--- src/rtl/ras_pkg.sv ---
// Shared widths and checkpoint record for the return-address-stack controller.
package ras_pkg;
  localparam int XLEN  = 32;
  localparam int DEPTH = 16;
  localparam int NCKPT = 4;
  localparam int PW    = $clog2(DEPTH);
  localparam int CKW   = $clog2(NCKPT);

  localparam logic [PW:0]  DEPTH_CNT = (PW+1)'(DEPTH);
  localparam logic [CKW:0] NCKPT_CNT = (CKW+1)'(NCKPT);

  typedef struct packed {
    logic [PW-1:0]   tos;
    logic [PW:0]     count;
    logic [XLEN-1:0] top;
  } ras_ckpt_t;
endpackage

--- src/rtl/ras_ckpt_queue.sv ---
// Circular queue of RAS snapshots, one per in-flight branch, oldest at head.
module ras_ckpt_queue
  import ras_pkg::*;
(
  input  logic           clk,
  input  logic           rst_n,
  input  logic           alloc,
  input  ras_ckpt_t      alloc_data,
  input  logic           free,
  input  logic           truncate,
  input  logic [CKW-1:0] truncate_id,
  input  logic [CKW-1:0] rd_id,
  output ras_ckpt_t      rd_data,
  output logic [CKW-1:0] tail,
  output logic           full
);
  logic [CKW-1:0] head_r, tail_r, head_nxt_s, tail_nxt_s;
  logic [CKW:0]   used_r, used_nxt_s, trunc_used_s;
  logic           free_ok_s, alloc_ok_s, full_s;
  ras_ckpt_t      slot_r [NCKPT];

  // Pointer/occupancy update; a free in the same cycle vacates room for an alloc while full.
  always_comb begin
    full_s       = (used_r == NCKPT_CNT);
    free_ok_s    = free && (used_r != {(CKW+1){1'b0}});
    alloc_ok_s   = alloc && !truncate && (!full_s || free_ok_s);
    head_nxt_s   = head_r + CKW'(free_ok_s);
    trunc_used_s = {1'b0, truncate_id - head_r} + (CKW+1)'(1);
    if (truncate) begin
      tail_nxt_s = truncate_id + CKW'(1);
      used_nxt_s = trunc_used_s - (CKW+1)'(free_ok_s);
    end else begin
      tail_nxt_s = tail_r + CKW'(alloc_ok_s);
      used_nxt_s = used_r + (CKW+1)'(alloc_ok_s) - (CKW+1)'(free_ok_s);
    end
  end

  // Queue pointer registers.
  always_ff @(posedge clk or negedge rst_n) begin
    if (!rst_n) begin
      head_r <= {CKW{1'b0}};
      tail_r <= {CKW{1'b0}};
      used_r <= {(CKW+1){1'b0}};
    end else begin
      head_r <= head_nxt_s;
      tail_r <= tail_nxt_s;
      used_r <= used_nxt_s;
    end
  end

  // Snapshot storage, intentionally not reset.
  always_ff @(posedge clk) begin
    if (alloc_ok_s) slot_r[tail_r] <= alloc_data;
  end

  assign rd_data = slot_r[rd_id];
  assign tail    = tail_r;
  assign full    = full_s;
endmodule

--- src/rtl/ras_ctrl.sv ---
// Speculative return-address stack with per-branch checkpoints and flush repair.
module ras_ctrl
  import ras_pkg::*;
(
  input  logic            clk,
  input  logic            rst_n,
  input  logic            call_valid,
  input  logic [XLEN-1:0] call_addr,
  input  logic            ret_valid,
  output logic            pred_valid,
  output logic [XLEN-1:0] pred_addr,
  input  logic            ckpt_alloc,
  output logic [CKW-1:0]  ckpt_id,
  output logic            ckpt_full,
  input  logic            ckpt_free,
  input  logic            flush_valid,
  input  logic [CKW-1:0]  flush_id,
  output logic            ras_empty
);
  logic [PW-1:0]   tos_r, tos_nxt_s, tos_dec_s, wr_idx_s;
  logic [PW:0]     count_r, count_nxt_s;
  logic [XLEN-1:0] ras_r [DEPTH];
  logic [XLEN-1:0] top_s, wr_data_s;
  logic            nonempty_s, wr_en_s;
  ras_ckpt_t       snap_s, restore_s;

  assign tos_dec_s  = tos_r - PW'(1);
  assign top_s      = ras_r[tos_dec_s];
  assign nonempty_s = (count_r != {(PW+1){1'b0}});
  assign ras_empty  = !nonempty_s;
  assign snap_s     = '{tos: tos_r, count: count_r, top: top_s};

  // Zero-latency prediction from the current top; suppressed by a flush.
  always_comb begin
    if (ret_valid && nonempty_s && !flush_valid) begin
      pred_valid = 1'b1;
      pred_addr  = top_s;
    end else begin
      pred_valid = 1'b0;
      pred_addr  = {XLEN{1'b0}};
    end
  end

  // Flush restore beats call/ret; call+ret on a non-empty stack replaces the top in place.
  always_comb begin
    tos_nxt_s   = tos_r;
    count_nxt_s = count_r;
    wr_en_s     = 1'b0;
    wr_idx_s    = tos_r;
    wr_data_s   = call_addr;
    if (flush_valid) begin
      tos_nxt_s   = restore_s.tos;
      count_nxt_s = restore_s.count;
      wr_en_s     = 1'b1;
      wr_idx_s    = restore_s.tos - PW'(1);
      wr_data_s   = restore_s.top;
    end else if (call_valid && ret_valid && nonempty_s) begin
      wr_en_s  = 1'b1;
      wr_idx_s = tos_dec_s;
    end else if (call_valid) begin
      wr_en_s     = 1'b1;
      tos_nxt_s   = tos_r + PW'(1);
      count_nxt_s = (count_r == DEPTH_CNT) ? count_r : count_r + (PW+1)'(1);
    end else if (ret_valid && nonempty_s) begin
      tos_nxt_s   = tos_dec_s;
      count_nxt_s = count_r - (PW+1)'(1);
    end else begin
      tos_nxt_s   = tos_r;
      count_nxt_s = count_r;
    end
  end

  // Stack pointer registers.
  always_ff @(posedge clk or negedge rst_n) begin
    if (!rst_n) begin
      tos_r   <= {PW{1'b0}};
      count_r <= {(PW+1){1'b0}};
    end else begin
      tos_r   <= tos_nxt_s;
      count_r <= count_nxt_s;
    end
  end

  // Return-address storage, intentionally not reset.
  always_ff @(posedge clk) begin
    if (wr_en_s) ras_r[wr_idx_s] <= wr_data_s;
  end

  ras_ckpt_queue u_ckpt (
    .clk         (clk),
    .rst_n       (rst_n),
    .alloc       (ckpt_alloc),
    .alloc_data  (snap_s),
    .free        (ckpt_free),
    .truncate    (flush_valid),
    .truncate_id (flush_id),
    .rd_id       (flush_id),
    .rd_data     (restore_s),
    .tail        (ckpt_id),
    .full        (ckpt_full)
  );
endmodule

--- config.mk ---
export PLATFORM = sky130hd
export DESIGN_NAME = ras_ctrl
export DESIGN_NICKNAME = d
export VERILOG_FILES = /design/src/rtl/ras_pkg.sv /design/src/rtl/ras_ckpt_queue.sv /design/src/rtl/ras_ctrl.sv
export SDC_FILE = /design/constraint.sdc
export NUM_CORES = 1
export LEC_CHECK = 0
export ABC_AREA = 1
export CAP_MARGIN = 20
export CORE_MARGIN = 5
export CORE_UTILIZATION = 45
export CTS_CLUSTER_DIAMETER = 80
export DETAILED_ROUTE_END_ITERATION = 10
export GPL_TIMING_DRIVEN = 0
export PLACE_DENSITY_LB_ADDON = 0.25
export SLEW_MARGIN = 20
export SYNTH_ARGS = -nofsm -noshare
export SYNTH_HDL_FRONTEND = slang
export SYNTH_SLANG_ARGS = --single-unit
--- constraint.sdc ---
create_clock -name clk -period 5.05 [get_ports clk]
set_input_delay 0.7575 -clock clk [delete_from_list [all_inputs] [get_ports clk]]
set_output_delay 0.7575 -clock clk [all_outputs]
set_load 0.01 [all_outputs]
---- Word level (Yosys, flattened, before mapping) ----
Memory sizes are Yosys's and may differ from the RTL's.
Index checks and enable logic that the tools add are counted.
word-level totals
  bits in registers ....................... 16
  memories kept ........................... 2
  input bits .............................. 41
  memory bits (writable) .................. 676
memory list
  memory         depth  bits a word  read ports  clocked after Yosys merged registers in  write ports  line                  RTL
  ras_r          16     32           1           0                                        1            ras_ctrl.sv:22        logic [XLEN-1:0] ras_r [DEPTH];
  u_ckpt.slot_r  4      41           1           0                                        1            ras_ckpt_queue.sv:20  ras_ckpt_t slot_r [NCKPT];
operators by class
  eq/ne operators ......................... 4
  reduce and logical (&&, ||, !) cells .... 16
  mux-type cells .......................... 23
  add/subtract/negate cells ............... 13
operators by type and width
  cell                                                                count
  32-bit 2-to-1 mux                                                   2
  5-bit 2-to-1 mux                                                    5
  4-bit 2-to-1 mux                                                    6
  1-bit 2-to-1 mux                                                    8
  4-bit by 1-bit subtractor with 4-bit output, second input constant  2
  1-bit logical AND                                                   7
  3-bit nonzero test                                                  2
  3-bit by 1-bit subtractor with 3-bit output                         2
  5-bit by 1-bit adder with 5-bit output, second input constant       1
  5-bit equality test, second input constant                          1
  5-bit nonzero test                                                  1
  5-bit by 1-bit subtractor with 5-bit output, second input constant  1
  2-bit by 1-bit adder with 2-bit output                              2
  4-bit by 1-bit adder with 4-bit output, second input constant       1
  2-bit by 1-bit adder with 3-bit output, second input constant       1
  3-bit by 1-bit adder with 3-bit output                              1
  3-bit equality test, second input constant                          1
  1-bit logical NOT                                                   3
  3-bit 2-to-1 mux                                                    1
  3-bit != test, second input constant                                1
  3-bit AND reduction                                                 1
  2-bit by 1-bit adder with 2-bit output, second input constant       1
  2-bit 2-to-1 mux                                                    1
  2-bit != test, second input constant                                1
  3 further kinds                                                     3

---- Longest topological paths before layout ----
  depth after elaboration ................. 7
  depth in mapped cells ................... 13
  depth with buffers taken out ............ 12

---- By module ----
Synthesis repeated with hierarchy kept, for this count alone.
unflattened totals
  cells, all modules ...................... 2265
  area total of the unflattened synthesis .. 28935.3 um^2
modules (own cells, without submodules)
  module          cells an instance  area each (um^2)  times used
  ras_ctrl        1804               22355.2           1
  ras_ckpt_queue  461                6580.1            1

---- Worst setup path after synthesis ----
Ideal clock, no wire load.
  path type ............................... in2reg
  start ................................... input flush_valid
  end ..................................... memory u_ckpt.slot_r[1][0] (netlist name), enable pin
  required time ........................... 4.559 ns
  setup time .............................. 0.491 ns
  stages .................................. 4
  data arrival time ....................... 4.156 ns
  slack ................................... 0.403 ns
  path through ............................ clkinv_1 -> clkbuf_1 -> nand3_1 -> nor3_1
between the ends
  word-level cells in the longest chain between the ends .. 5
ends and longest elaborated chain
  element                                 line                  RTL
  from (decl)                             ras_ctrl.sv:16        input logic flush_valid,
  1-bit logical NOT                       ras_ckpt_queue.sv:26  alloc_ok_s = alloc && !truncate && (!full_s || free_ok_s);
  1-bit logical AND (2 in a row)          ras_ckpt_queue.sv:26
  1-bit 2-to-1 mux                        ras_ckpt_queue.sv:53  if (alloc_ok_s) slot_r[tail_r] <= alloc_data;
  1-bit 2-to-1 mux (implied by the code)  ras_ckpt_queue.sv:53
  to (decl)                               ras_ckpt_queue.sv:20
Every way passes these cells.

---- Worst setup path after layout ----
  start ................................... register tos_r[0]
  end ..................................... output pred_addr[31]
between the ends
  word-level cells in the longest chain between the ends .. 3
ends and longest elaborated chain
  element                                      line            RTL
  from (decl)                                  ras_ctrl.sv:20  logic [PW-1:0] tos_r, tos_nxt_s, tos_dec_s, wr_idx_s;
  from (signal assigned)                       ras_ctrl.sv:76  tos_r <= {PW{1'b0}};
  from (signal assigned)                       ras_ctrl.sv:79  tos_r <= tos_nxt_s;
  4-bit by 1-bit subtractor with 4-bit output  ras_ctrl.sv:27  assign tos_dec_s = tos_r - PW'(1);
  memory read 16 x 32 bit                      n/a
  32-bit 2-to-1 mux                            ras_ctrl.sv:35  if (ret_valid && nonempty_s && !flush_valid) begin
  to (decl)                                    ras_ctrl.sv:11  output logic [XLEN-1:0] pred_addr,
Every way passes these cells.

==> key figures <==
Run status
  • Status: finished clean

STA
  • Crit share post-route: roughly 100%
  • Clk_skew: about 0.021 ns
  • Final setup margin: roughly 0.11 ns
  • Pins Over Slew Limit: 0
  • Max-slew headroom at the worst pin: 31.5%
  • Max Fclk: a little over 0.2 GHz
  • Fin crit period: 4.94 ns
  • Worst slew pin tran: approximately 1 ns
  • Setup violators final: 0
  • Hold Vio Cnt, Final: 0

Setup path
  • Crit end category: primary output
  • Worst-case reg-to-reg path depth: 13
  • Reg2reg setup slack: ~1.1 ns
  • CP required: 4.29 ns
  • Crit path launch type: flop
  • Crit path buf inv count: 7
  • WP depth: 12
  • CP max-delay cell: clkdlybuf4s50_1
  • CP Class: flop to primary output
  • Critical R2R Capture: ras_r[2][24]$_DFFE_PP_
  • Most frequent CP cell: buf_2
  • WP data arrival: roughly 4.2 ns
  • Peak fanout along the critical path: 10
  • CP Cell Sequence: buf_6 -> inv_2 -> buf_4 -> buf_2 -> ha_1 -> buf_2 -> buf_2 -> o21ai_0 -> o211ai_1 -> nand3_1 -> a21oi_2 -> clkdlybuf4s50_1
  • Critical R2R Launch: tos_r[0]$_DFFE_PN0P_
  • Max stage delay on crit path: slightly below 0.6 ns
  • CP top delay family: buffers and inverters

Drt
  • 1st-iter DRT viols: about 2400
  • Router iterations before antenna repair: 6
  • Vias per std cell: just under 6
  • Final WL: around 90000 µm
  • Via count: 19600
  • Post-DR wirelength/cell: 26.1 µm
  • Residual DRC: 0
  • Post-detailed-route count of antenna-violating nets: 0

Place
  • Pre-CTS setup slack: around 0.26 ns
  • Routability cong.: ~0.9
  • Placed cells: 3229
  • # port buffers: 76
  • Post-DP HPWL: about 60000 µm

Global routing
  • First-pass GRT wire length: 126000 µm
  • Initial antenna violation count: 1
  • Remaining Overflow, GRT: 0
  • GRT Total Usage: about a quarter
  • Vias in the first global route: 19100
  • Largest net degree at the start of global routing: 19

Die
  • Die area: just under 70000 µm²
  • Starting Density: between 40 and 50%
  • Cell row count: 91
  • Core ar.: 61800 µm²
  • Die Ht: around 260 µm
  • Io pins: about 80
  • Die width: about 260 µm

Pwr
  • P_leak: 11.2 nW
  • Max IR drop VDD: 0.000306 V
  • Pwr per Cell Area: around 530 nW/µm²
  • PnR Total Power: approximately 18 mW

CTS
  • CTS Buf Count: between 70 and 80
  • H-tree depth: 3
  • Skew-Pair Late Insertion Delay: ~0.61 ns
  • Root Buffer: clkbuf_16
  • Total clock sinks: just under 700
  • CTS tree: yes
  • CTS Buffer Depth: 3
  • Clock Pin Slew Worst Setup and Hold Paths: approximately 0.07 ns

Synth
  • Synth Cell Area: about 28000 µm²
  • Cells after synthesis: about 2300
  • Warnings from Yosys: 0
  • Syn_area_per_cell: approximately 12 µm²
  • Syn Nets: 2311
  • Seq cells post-synth: between 600 and 700
  • Synth cell types: 31
  • Sequential fraction of the synthesis area: about three quarters

Cells and area
  • Nets@finish: 2522
  • Synthesis-to-layout area growth: 19.4%
  • Non-Filler Instances: 3356
  • ANT cells: 0
  • Fraction of layout cells with a size suffix above 1: 12.8%
  • Filler instances: between 5000 and 6000

Worst hold path
  • HP Class: flop to flop
  • Hold path depth: 1
  • Min-Delay Startpoint: u_ckpt.head_r[1]$_DFF_PN0_
  • Worst hold endpoint: u_ckpt.head_r[1]$_DFF_PN0_

Run
  • Max Cap Viol: 0
[kinds of logic (layout without fill, tap and decap cells)]
| kind of cell | after synthesis | after routing | synth area share [%] |
|---|---|---|---|
| buffers and inverters | 195 | 459 | 3.07 |
| adder cells (fa/ha/maj) | 15 | 15 | 0.720 |
| AO/OA/AOI/OAI | 557 | 557 | 11.2 |
| flip-flops | 692 | 692 | 73.5 |
| XOR/XNOR | 12 | 12 | 0.467 |
| AND/OR/NAND/NOR | 784 | 784 | 11.0 |
[power breakdown]
part           leakage (nW)  internal [mW]  switching [mW]
combinational          3.84           1.46            3.93
sequential             6.30           7.18           0.146
clock                  1.09           3.00            2.17
total                  11.2           11.6            6.24
[worst max-delay path by stage]
stage,from,end,slack (ns)
6_report,tos_r[0]$_DFFE_PN0P_,pred_addr[31],0.11
5_1_grt,tos_r[0]$_DFFE_PN0P_,pred_addr[30],-0.005
4_1_cts,tos_r[0]$_DFFE_PN0P_,pred_addr[28],0.02
3_5_place_dp,tos_r[0]$_DFFE_PN0P_,pred_addr[12],0.26
3_3_place_gp,flush_valid,u_ckpt.slot_r[3][7]$_DFFE_PP_,-3.20
2_1_floorplan,flush_valid,u_ckpt.slot_r[1][0]$_DFFE_PP_,0.40
[through the flow]
stage / utilization (%) / cell area [µm²] / hold slack [ns] / TNS [ns]
after global routing: 54.3 / 33600 / 0.525 / -0.00523
after global placement: 48.4 / 30000 / 0.476 / -1064.45
after detailed placement: 50.6 / 31300 / 0.481 / 0
after floorplan: - / 28100 / 0.462 / 0
after CTS: 54.3 / 33600 / 0.488 / 0
final: 54.3 / 33600 / 0.486 / 0
[final cells by class]
class / count / area, µm² / share of cell area (%)
flip-flops and latches: 692 / 20700 / 61.6
plain buffers: 144 / 711 / 2.12
multi-input cells: 1368 / 6970 / 20.7
inverters: 51 / 191 / 0.570
clock buffers: 92 / 1930 / 5.74
repair buffers: 137 / 1730 / 5.16
well taps: 837 / 1050 / 3.12
clock inverters: 35 / 319 / 0.950
[timing repair]
action | 4_1_cts | 5_1_grt
pin swaps | 0 | 0
buffers inserted | 0 | 0
gates cloned | 0 | 0
setup endpoints to repair | 32 | 32
hold buffers | 0 | 0
gates resized for setup | 27 | 20
[cell usage after synthesis]
| cell | number | area (µm²) |
|---|---|---|
| a21oi_1 | 47 | 235 |
| a31oi_1 | 33 | 206 |
| buf_1 | 19 | 71.3 |
| buf_2 | 55 | 275 |
| buf_4 | 13 | 97.6 |
| buf_6 | 2 | 22.5 |
| clkbuf_1 | 55 | 206 |
| clkinv_1 | 1 | 3.75 |
| dfrtp_1 | 16 | 400 |
| edfxtp_1 | 676 | 20300 |
| fa_1 | 2 | 40.0 |
| ha_1 | 13 | 163 |
| inv_1 | 43 | 161 |
| inv_2 | 7 | 26.3 |
| nand2_1 | 130 | 488 |
| nand2_2 | 1 | 6.26 |
| nand3_1 | 97 | 485 |
| nand3_2 | 1 | 10.0 |
| nand4_1 | 1 | 6.26 |
| nor2_1 | 549 | 2060 |
| nor3_1 | 4 | 20.0 |
| o211ai_1 | 129 | 968 |
| o21ai_0 | 342 | 1710 |
| o21ai_2 | 1 | 8.76 |
| o221ai_1 | 1 | 8.76 |
| o22ai_1 | 4 | 25.0 |
| or2_2 | 1 | 6.26 |
| xnor2_1 | 5 | 43.8 |
| xnor2_2 | 1 | 16.3 |
| xor2_1 | 5 | 43.8 |
| xor2_4 | 1 | 27.5 |
[cell usage in the layout, fill, tap and decap left out, types with 5 or more instances in the layout]
cell | synthesis | final
a21oi_2 | 0 | 6
clkinv_1 | 1 | 15
clkinv_2 | 0 | 11
buf_16 | 0 | 17
nand2_1 | 130 | 130
a31oi_2 | 0 | 32
o211ai_1 | 129 | 129
dfrtp_1 | 16 | 15
o21ai_0 | 342 | 342
clkdlybuf4s50_1 | 0 | 76
ha_1 | 13 | 13
bufinv_16 | 0 | 6
buf_4 | 13 | 29
nand3_1 | 97 | 97
xnor2_1 | 5 | 5
clkbuf_1 | 55 | 59
clkbuf_2 | 0 | 10
xor2_1 | 5 | 5
inv_1 | 43 | 43
a21oi_1 | 47 | 40
buf_1 | 19 | 9
nor2_4 | 0 | 16
buf_12 | 0 | 7
nor2_1 | 549 | 533
clkbuf_16 | 0 | 73
inv_2 | 7 | 7
buf_6 | 2 | 23
edfxtp_1 | 676 | 676
buf_2 | 55 | 63
[worst reg2reg max path, delay by kind of cell (launching register included)]
kind          cells  cell delay (ns)
simple gates      6             1.60
buf+inv           5             0.96
flops             1             0.45
fa+ha+maj         1             0.28
xor+xnor          1             0.32
[per-layer routing]
layer	wire length, µm	GRT usage, %	vias to the layer above
met1	33700	33.8	9723
met5	13	0	-
li1	-	-	8624
met2	41800	42.1	1047
met3	8910	5.31	210
met4	3160	9.29	2
[state kept, by name, indices dropped and copies added, names as in the netlist]
signal         count
u_ckpt.tail        2
u_ckpt.slot_r    164
tos_r              4
u_ckpt.head_r      2
ras_r            512
count_r            5
u_ckpt.used_r      3
(Power assumes the default switching activity.)
